[src/rtl/hazard_ctrl_if.sv]
// Hazard-unit bus: pipeline register indices/status in, stall/flush/forward controls out.
// master = pipeline datapath side, slave = hazard_ctrl.
interface hazard_ctrl_if #(
  parameter int REG_W = 5
);
  logic [REG_W-1:0] rs1D;
  logic [REG_W-1:0] rs2D;
  logic [REG_W-1:0] rs1E;
  logic [REG_W-1:0] rs2E;
  logic [REG_W-1:0] rdE;
  logic             memReadE;
  logic [REG_W-1:0] rdM;
  logic             regWriteM;
  logic [REG_W-1:0] rdW;
  logic             regWriteW;
  logic             branchTakenE;
  logic             mdStartE;
  logic             stallF;
  logic             stallD;
  logic             stallE;
  logic             flushD;
  logic             flushE;
  logic             flushM;
  logic [1:0]       fwdAE;
  logic [1:0]       fwdBE;
  logic             mdBusy;

  modport master (
    output rs1D, rs2D, rs1E, rs2E, rdE, memReadE, rdM, regWriteM,
           rdW, regWriteW, branchTakenE, mdStartE,
    input  stallF, stallD, stallE, flushD, flushE, flushM, fwdAE, fwdBE, mdBusy
  );

  modport slave (
    input  rs1D, rs2D, rs1E, rs2E, rdE, memReadE, rdM, regWriteM,
           rdW, regWriteW, branchTakenE, mdStartE,
    output stallF, stallD, stallE, flushD, flushE, flushM, fwdAE, fwdBE, mdBusy
  );
endinterface

[src/rtl/hazard_ctrl.sv]
// Hazard controller for the 5-stage core: forwarding, load-use, branch flush, mul/div hold FSM.
// Optional HAZARD_PERF_EN adds stallCount/flushCount performance counters.
module hazard_ctrl #(
  parameter int REG_W      = 5,
  parameter int MD_LATENCY = 4
) (
  input  logic          clk,
  input  logic          reset,
  hazard_ctrl_if.slave  hz
`ifdef HAZARD_PERF_EN
  ,
  output logic [31:0]   stallCount,
  output logic [31:0]   flushCount
`endif
);

  typedef enum logic {IDLE = 1'b0, BUSY = 1'b1} md_state_e;

  // First cycle in E is spent in IDLE, last one in BUSY with cnt==0.
  localparam logic [3:0] MD_RELOAD = 4'(MD_LATENCY - 2);

  md_state_e  state_q, state_d;
  logic [3:0] cnt_q, cnt_d;
  logic       md_stall;
  logic       lu;

  function automatic logic [1:0] fwd_sel(
    input logic [REG_W-1:0] rs,
    input logic [REG_W-1:0] rd_m,
    input logic             we_m,
    input logic [REG_W-1:0] rd_w,
    input logic             we_w
  );
    if (we_m && (rd_m != '0) && (rd_m == rs))      return 2'b10;
    else if (we_w && (rd_w != '0) && (rd_w == rs)) return 2'b01;
    else                                           return 2'b00;
  endfunction

  always_comb begin
    state_d  = state_q;
    cnt_d    = cnt_q;
    md_stall = 1'b0;
    case (state_q)
      IDLE: begin
        if (hz.mdStartE) begin
          md_stall = 1'b1;
          state_d  = BUSY;
          cnt_d    = MD_RELOAD;
        end
      end
      BUSY: begin
        if (cnt_q != 4'd0) begin
          md_stall = 1'b1;
          cnt_d    = cnt_q - 4'd1;
        end else begin
          state_d  = IDLE;
        end
      end
      default: state_d = IDLE;
    endcase
    if (reset) begin
      state_d = IDLE;
      cnt_d   = 4'd0;
    end
  end

  always_ff @(posedge clk) begin
    state_q <= state_d;
    cnt_q   <= cnt_d;
  end

  assign lu = hz.memReadE && (hz.rdE != '0) &&
              ((hz.rdE == hz.rs1D) || (hz.rdE == hz.rs2D));

  // Output decode: md hold beats branch redirect beats load-use; reset forces everything quiet.
  always_comb begin
    hz.stallF = 1'b0;
    hz.stallD = 1'b0;
    hz.stallE = 1'b0;
    hz.flushD = 1'b0;
    hz.flushE = 1'b0;
    hz.flushM = 1'b0;
    hz.fwdAE  = 2'b00;
    hz.fwdBE  = 2'b00;
    hz.mdBusy = 1'b0;
    if (!reset) begin
      hz.fwdAE  = fwd_sel(hz.rs1E, hz.rdM, hz.regWriteM, hz.rdW, hz.regWriteW);
      hz.fwdBE  = fwd_sel(hz.rs2E, hz.rdM, hz.regWriteM, hz.rdW, hz.regWriteW);
      hz.mdBusy = (state_q == BUSY);
      if (md_stall) begin
        hz.stallF = 1'b1;
        hz.stallD = 1'b1;
        hz.stallE = 1'b1;
        hz.flushM = 1'b1;
      end else if (hz.branchTakenE) begin
        hz.flushD = 1'b1;
        hz.flushE = 1'b1;
      end else if (lu) begin
        hz.stallF = 1'b1;
        hz.stallD = 1'b1;
        hz.flushE = 1'b1;
      end
    end
  end

`ifdef HAZARD_PERF_EN
  logic [31:0] stall_count_q, stall_count_d;
  logic [31:0] flush_count_q, flush_count_d;

  always_comb begin
    stall_count_d = stall_count_q;
    flush_count_d = flush_count_q;
    if (reset) begin
      stall_count_d = 32'd0;
      flush_count_d = 32'd0;
    end else begin
      if (hz.stallF)                            stall_count_d = stall_count_q + 32'd1;
      if (hz.flushD || hz.flushE || hz.flushM)  flush_count_d = flush_count_q + 32'd1;
    end
  end

  always_ff @(posedge clk) begin
    stall_count_q <= stall_count_d;
    flush_count_q <= flush_count_d;
  end

  assign stallCount = stall_count_q;
  assign flushCount = flush_count_q;
`endif

endmodule
[src/flat_wrapper.sv]
// flat-port wrapper written by rule: the top's interface ports become plain ports
module hazard_ctrl_flat 
#(
  parameter int REG_W      = 5,
  parameter int MD_LATENCY = 4
)
  (clk, reset, hz_rs1D, hz_rs2D, hz_rs1E, hz_rs2E, hz_rdE, hz_memReadE, hz_rdM, hz_regWriteM, hz_rdW, hz_regWriteW, hz_branchTakenE, hz_mdStartE, hz_stallF, hz_stallD, hz_stallE, hz_flushD, hz_flushE, hz_flushM, hz_fwdAE, hz_fwdBE, hz_mdBusy);
  hazard_ctrl_if #(.REG_W(REG_W)) hz_i ();
  input  logic clk;
  input  logic reset;
  input wire logic [$bits(hz_i.rs1D)-1:0] hz_rs1D;
  input wire logic [$bits(hz_i.rs2D)-1:0] hz_rs2D;
  input wire logic [$bits(hz_i.rs1E)-1:0] hz_rs1E;
  input wire logic [$bits(hz_i.rs2E)-1:0] hz_rs2E;
  input wire logic [$bits(hz_i.rdE)-1:0] hz_rdE;
  input wire logic [$bits(hz_i.memReadE)-1:0] hz_memReadE;
  input wire logic [$bits(hz_i.rdM)-1:0] hz_rdM;
  input wire logic [$bits(hz_i.regWriteM)-1:0] hz_regWriteM;
  input wire logic [$bits(hz_i.rdW)-1:0] hz_rdW;
  input wire logic [$bits(hz_i.regWriteW)-1:0] hz_regWriteW;
  input wire logic [$bits(hz_i.branchTakenE)-1:0] hz_branchTakenE;
  input wire logic [$bits(hz_i.mdStartE)-1:0] hz_mdStartE;
  output wire logic [$bits(hz_i.stallF)-1:0] hz_stallF;
  output wire logic [$bits(hz_i.stallD)-1:0] hz_stallD;
  output wire logic [$bits(hz_i.stallE)-1:0] hz_stallE;
  output wire logic [$bits(hz_i.flushD)-1:0] hz_flushD;
  output wire logic [$bits(hz_i.flushE)-1:0] hz_flushE;
  output wire logic [$bits(hz_i.flushM)-1:0] hz_flushM;
  output wire logic [$bits(hz_i.fwdAE)-1:0] hz_fwdAE;
  output wire logic [$bits(hz_i.fwdBE)-1:0] hz_fwdBE;
  output wire logic [$bits(hz_i.mdBusy)-1:0] hz_mdBusy;
  assign hz_i.rs1D = hz_rs1D;
  assign hz_i.rs2D = hz_rs2D;
  assign hz_i.rs1E = hz_rs1E;
  assign hz_i.rs2E = hz_rs2E;
  assign hz_i.rdE = hz_rdE;
  assign hz_i.memReadE = hz_memReadE;
  assign hz_i.rdM = hz_rdM;
  assign hz_i.regWriteM = hz_regWriteM;
  assign hz_i.rdW = hz_rdW;
  assign hz_i.regWriteW = hz_regWriteW;
  assign hz_i.branchTakenE = hz_branchTakenE;
  assign hz_i.mdStartE = hz_mdStartE;
  assign hz_stallF = hz_i.stallF;
  assign hz_stallD = hz_i.stallD;
  assign hz_stallE = hz_i.stallE;
  assign hz_flushD = hz_i.flushD;
  assign hz_flushE = hz_i.flushE;
  assign hz_flushM = hz_i.flushM;
  assign hz_fwdAE = hz_i.fwdAE;
  assign hz_fwdBE = hz_i.fwdBE;
  assign hz_mdBusy = hz_i.mdBusy;
  hazard_ctrl #(.REG_W(REG_W), .MD_LATENCY(MD_LATENCY)) u_core (.clk(clk), .reset(reset), .hz(hz_i));
endmodule
[config.mk]
export PLATFORM = sky130hd
export DESIGN_NAME = hazard_ctrl_flat
export DESIGN_NICKNAME = d
export VERILOG_FILES = /design/src/rtl/hazard_ctrl_if.sv /design/src/rtl/hazard_ctrl.sv /design/src/flat_wrapper.sv
export SDC_FILE = /design/constraint.sdc
export NUM_CORES = 1
export LEC_CHECK = 0
export ABC_AREA = 1
export BUFFER_PORTS_ARGS = -buffer_cell sky130_fd_sc_hd__buf_2
export CAP_MARGIN = 20
export CORE_MARGIN = 4
export CORE_UTILIZATION = 45
export CTS_CLUSTER_DIAMETER = 50
export DETAILED_ROUTE_END_ITERATION = 10
export PLACE_DENSITY = 0.89
export SYNTH_ARGS = -nofsm -noshare
export SYNTH_HDL_FRONTEND = slang
export SYNTH_SLANG_ARGS = --single-unit
[constraint.sdc]
create_clock -name clk -period 3.37 [get_ports clk]
set_input_delay 0.337 -clock clk [delete_from_list [all_inputs] [get_ports clk]]
set_output_delay 0.337 -clock clk [all_outputs]
set_load 0.02 [all_outputs]
==> impl_metrics.yaml, run 1 <==
status:
  status: "finished clean"
critical_path:
  startpoint_type: "flip-flop"
  required_ns: 3.03
  end_kind: "primary output"
  worstSetupPathType: "flip-flop to primary output"
  crit_arrival_ns: 1.51
  cp_max_fo: 4
grt:
  grt_usage: 0.200
  grt_pass1_vias: 1067
  grt_max_degree: 8
  grt_pass1_wl_um: 4060
  antenna_found_initial: 0
  gr-total-overflow: 0
logic_synthesis:
  ys_ff_latch: 5
  ys_top_cells_by_area: "xnor2_1, nand2_1, dfxtp_1"
  synth_commonest_cells: "nand2_1, inv_1, nor2_1"
  synth_flop_cell: "dfxtp_1"
  synth_area_leader_cell: "xnor2_1"
  yosys.area.top_type_share: 0.204
  yosysMostFrequentCell: "nand2_1"
  ys_seq_area_frac: 0.123
  netlist_area_sq_um: 817
  syn_inst: 146
  synth-edff-count: 0
  yosysWarnings: 0
  syn_area_per_cell_sq_um: 5.60
  yosysUniqueCellTypes: 19
  synth_nets: 189
  synthArstFlopShare: 0
power:
  p_per_area_nw_per_um2: 279
  p_leak_nw: 0.672
  peakVddDrop_uv: 150
hold_path:
  hold_path_class: "primary input to flip-flop"
finish:
  final_util: 0.649
  nFillCells: 176
  drive_above_1_share: 0.315
  fin_nets: 244
  diodes: 0
  final_area_sq_um: 1120
  syn_to_final_growth_pct: 37.1
clock_tree:
  clk_latency_ns: 0.24
  post_cts_buffers: 0
  htreeDepth: 1
  cts_tree: "yes"
  cts_buffers: 3
  cts_resized: 0
  clk_transition_reported_paths_ns: 0.04
  ctsHoldBuffers: 0
  cts_buffer_depth: 2
  cts_root_buf: "clkbuf_4"
  clkSinkCount: 5
timing:
  maxSlewHeadroom: 0.803
  slew_violations: 0
  finalSetupViolCount: 0
  period_needed_ns: 1.85
  finalHoldViolCount: 0
  max_clock_freq_mhz: 541
  setup_ws_ns: 1.52
  setup-tns-final_ns: 0
  rsz0062_at_grt: "no"
  tightest_slew_ns: 0.293
  post-route-period-util: 0.548
  worst_clock_skew_ns: 0.00536
floorplan:
  coreArea_sq_um: 1730
  die_area_sq_um: 2560
  row_count: 15
  die_x_um: 50.6
  ioPinCount: 53
  start_util: 0.473
  die_h_um: 50.6
route:
  wl_um: 2320
  wl_per_cell_um: 10.3
  drt_iter0_drc: 11
  vias: 1044
  drtPass1Iterations: 4
  drc_errors: 0
  vias_per_cell: 4.64
  ant_nets: 0
place:
  pre_cts_ws_ns: 1.77
  placed_area_sq_um: 1090
  post-dp-hpwl_um: 2100
  buffer_ports.inserted: 52
  routabilityCongestion: 0.855
flow_run:
  drv_cap: 0
==> area by class of cell <==
class	instances	area (sq um)	share of cell area
repair buffers	52	260	0.232
clock buffers	4	26.3	0.0235
well taps	25	31.3	0.0279
multi-input cells	112	601	0.536
flip-flops and latches	5	100	0.0894
inverters	27	101	0.0905
==> per-layer routing <==
layer	vias to the layer above	track usage	routed length (um)	part of all wire
met2	30	0.417	1310	0.56
met4	0	0.0448	8	0.0035
li1	554	-	-	-
met5	-	0	0	0
met3	2	0.0356	134	0.058
met1	458	0.198	866	0.37
==> power breakdown <==
group	internal [mW]	switching, mW
combinational	0.0720	0.0947
clock	0.0448	0.0250
sequential	0.0690	0.00682
==> critical path: stages (launching register included) <==
cell and delay (ns):
dfxtp_1 0.32, inv_1 0.06, ha_1 0.20, nand3_2 0.09, nand2_2 0.10, inv_1 0.07, nor2_1 0.12, nand2_1 0.08
nand2_1 0.07, buf_2 0.15
==> path summary, 6_finish.rpt <==
path / from / endpoint / slack, ns / depth (start not counted)
min reg2reg: u_core.cnt_q[0]$_SDFFE_PP0P_ / u_core.cnt_q[0]$_SDFFE_PP0P_ / 0.50 / 1
min: reset / u_core.cnt_q[1]$_SDFFE_PP0P_ / 0.42 / 2
max: u_core.cnt_q[0]$_SDFFE_PP0P_ / hz_flushE / 1.52 / 9
max reg2reg: u_core.cnt_q[0]$_SDFFE_PP0P_ / u_core.cnt_q[1]$_SDFFE_PP0P_ / 2.11 / 9
==> stage by stage <==
stage | std cells | hold slack (ns) | total power, mW
6_report | 225 | 0.418 | 0.312
2_1_floorplan | 146 | 0.438 | 0.185
3_3_place_gp | 221 | 0.457 | 0.236
4_1_cts | 225 | 0.402 | 0.316
3_5_place_dp | 221 | 0.494 | 0.243
5_1_grt | 225 | 0.412 | 0.343
==> cells in the final DEF, fill, tap and decap left out, drive strengths merged <==
master,n
nor2,20
o31ai,1
ha,1
buf,52
a21oi,3
clkbuf,4
nand4,1
inv,27
o21ai,4
xor2,2
nor4,2
nand2,44
xnor2,19
dfxtp,5
nand3,10
nor3,5
==> cells by family after synthesis <==
family | Yosys count | synth area share
simple gates | 82 | 0.443
compound gates | 8 | 0.0521
buf+inv | 29 | 0.142
xor+xnor | 21 | 0.225
flops | 5 | 0.123
fa+ha+maj | 1 | 0.0153
==> flip-flops by register name, indices dropped and copies added (netlist names) <==
| register | flops |
|---|---|
| u_core.state_q | 1 |
| u_core.cnt_q | 4 |
No activity file was read; power rests on OpenSTA's default activity.
==> inputs of run 2 (changes only) <==
--- a/config.mk
+++ b/config.mk
@@ -9,10 +9,10 @@
 export BUFFER_PORTS_ARGS = -buffer_cell sky130_fd_sc_hd__buf_2
 export CAP_MARGIN = 20
 export CORE_MARGIN = 4
-export CORE_UTILIZATION = 45
+export CORE_UTILIZATION = 42
 export CTS_CLUSTER_DIAMETER = 50
 export DETAILED_ROUTE_END_ITERATION = 10
-export PLACE_DENSITY = 0.89
+export PLACE_DENSITY = 0.84
 export SYNTH_ARGS = -nofsm -noshare
 export SYNTH_HDL_FRONTEND = slang
 export SYNTH_SLANG_ARGS = --single-unit
==> constraint.sdc (replaced) <==
create_clock -name clk -period 1.8 [get_ports clk]
set_input_delay 0.18 -clock clk [delete_from_list [all_inputs] [get_ports clk]]
set_output_delay 0.18 -clock clk [all_outputs]
set_load 0.02 [all_outputs]
==> impl_metrics.yaml, run 2 (synthesis results as in run 1) <==
timing:
  setup-tns-final_ns: 0
  max_clock_freq_mhz: 604
  worst_clock_skew_ns: 0.0114
  rsz0062_at_grt: "no"
  finalSetupViolCount: 0
  setup_ws_ns: 0.144
  period_needed_ns: 1.66
  slew_violations: 0
  finalHoldViolCount: 0
  tightest_slew_ns: 0.274
  maxSlewHeadroom: 0.816
  post-route-period-util: 0.920
route:
  drt_iter0_drc: 9
  drtPass1Iterations: 4
  vias_per_cell: 4.61
  wl_um: 2420
  vias: 1037
  wl_per_cell_um: 10.7
  drc_errors: 0
  ant_nets: 0
grt:
  grt_pass1_wl_um: 3840
  antenna_found_initial: 0
  grt_max_degree: 8
  grt_usage: 0.187
  gr-total-overflow: 0
  grt_pass1_vias: 970
place:
  post-dp-hpwl_um: 2090
  pre_cts_ws_ns: 0.388
  buffer_ports.inserted: 52
  routabilityCongestion: 0.852
critical_path:
  cpPeakStageDelay_ns: 0.30
  cp_max_fo: 3
  cp_slowest_cell: "dfxtp_1"
  r2r_end: "u_core.cnt_q[1]$_SDFFE_PP0P_"
  worstSetupPathType: "flip-flop to primary output"
  r2r_setup_slack_ns: 0.55
  startpoint_type: "flip-flop"
  required_ns: 1.62
  worst_path_most_repeated_cell: "inv_1"
  crit_arrival_ns: 1.48
  r2r-start: "u_core.cnt_q[1]$_SDFFE_PP0P_"
  critical_path.cell_chain: "inv_1 -> ha_2 -> nand3_2 -> nand2_2 -> inv_1 -> nor2_2 -> nand3_1 -> nand2_1 -> buf_2"
  rr_worst_depth: 9
  end_kind: "primary output"
floorplan:
  die_area_sq_um: 2710
  die_x_um: 52.1
  coreArea_sq_um: 1780
  die_h_um: 52.1
  start_util: 0.458
  row_count: 15
  ioPinCount: 53
finish:
  syn_to_final_growth_pct: 37.8
  drive_above_1_share: 0.330
  diodes: 0
  layout_commonest_cell: "buf_2"
  fin_nets: 244
  final_cell_mix: "buf_2, nand2_1, inv_1"
  regMostFlops: "u_core.cnt_q"
  largest_register_ffs: 4
  reg_top3: "u_core.cnt_q: 4 flops, u_core.state_q: 1 flops"
status:
  status: "finished clean"
clock_tree:
  ctsHoldBuffers: 0
  cts_tree: "yes"
  clk_transition_reported_paths_ns: 0.04
  htreeDepth: 1
  cts_buffers: 3
  clkSinkCount: 5
  clk_latency_ns: 0.26
  cts_buffer_depth: 2
  cts_root_buf: "clkbuf_4"
  post_cts_buffers: 0
power:
  peakVddDrop_uv: 349
  seqPwrFrac: 0.238
  swShare: 0.414
  power_mw: 0.600
  intPower_mw: 0.352
  p_per_area_nw_per_um2: 533
  p_leak_nw: 0.671
  p_comb_frac: 0.534
  clockPowerShare: 0.228
  p_switching_mw: 0.248
hold_path:
  hold_depth: 2
  min_to: "u_core.cnt_q[1]$_SDFFE_PP0P_"
  min_from: "reset"
  hold_path_class: "primary input to flip-flop"
flow_run:
  drv_cap: 0
## run 2: stage by stage
step,area (sq um),hold slack [ns],util,std cells
final,1130,0.277,0.632,225
after global routing,1130,0.260,0.632,225
after CTS,1120,0.238,0.628,225
after detailed placement,1090,0.474,0.613,221
after global placement,1090,0.459,0.613,221
after floorplan,817,0.281,-,146
## run 2: cell type report
cell class / count / area [sq um]
tap: 25 / 31.3
sequential: 5 / 101
multi-input combinational: 112 / 606
inverter: 27 / 101
clock buffer: 4 / 26.3
timing repair buffer: 52 / 260
fill: 167 / 657
## run 2: worst max path at each step
stage | start | end | depth (start not counted)
CTS | u_core.cnt_q[0]$_SDFFE_PP0P_ | hz_flushE | 9
detailed placement | u_core.cnt_q[0]$_SDFFE_PP0P_ | hz_flushE | 9
floorplan | u_core.cnt_q[0]$_SDFFE_PP0P_ | hz_stallF | 8
global placement | u_core.cnt_q[0]$_SDFFE_PP0P_ | hz_flushE | 9
finish | u_core.cnt_q[1]$_SDFFE_PP0P_ | hz_flushE | 9
global route | u_core.cnt_q[1]$_SDFFE_PP0P_ | hz_flushE | 9
## run 2: metal layers
layer,up-vias,routed length (um),part of all wire,track usage
met5,-,0,0,0
met4,0,26,0.011,0.0742
met3,5,165,0.068,0.0630
met2,28,1270,0.52,0.328
met1,451,957,0.40,0.204
li1,553,-,-,-
## run 2: what timing repair did
| action | CTS | global route |
|---|---|---|
| setup endpoints to repair | 0 | 4 |
| hold endpoints to repair | 0 | 0 |
| resized for setup | 0 | 3 |
## run 2: power groups by stage
stage / Clock, mW / Combinational (mW) / Sequential (mW)
6_report: 0.137 / 0.320 / 0.143
5_1_grt: 0.150 / 0.360 / 0.146
4_1_cts: 0.141 / 0.313 / 0.141
3_5_place_dp: 0 / 0.312 / 0.143
3_3_place_gp: 0 / 0.301 / 0.142
2_1_floorplan: 0 / 0.206 / 0.140
## run 2: worst max-delay path, delay by kind of cell (launching register included)
kind                     cells  cell delay [ns]
AND/OR/NAND/NOR              5             0.42
buffers and inverters        3             0.32
flip-flops                   1             0.30
adder cells (fa/ha/maj)      1             0.20
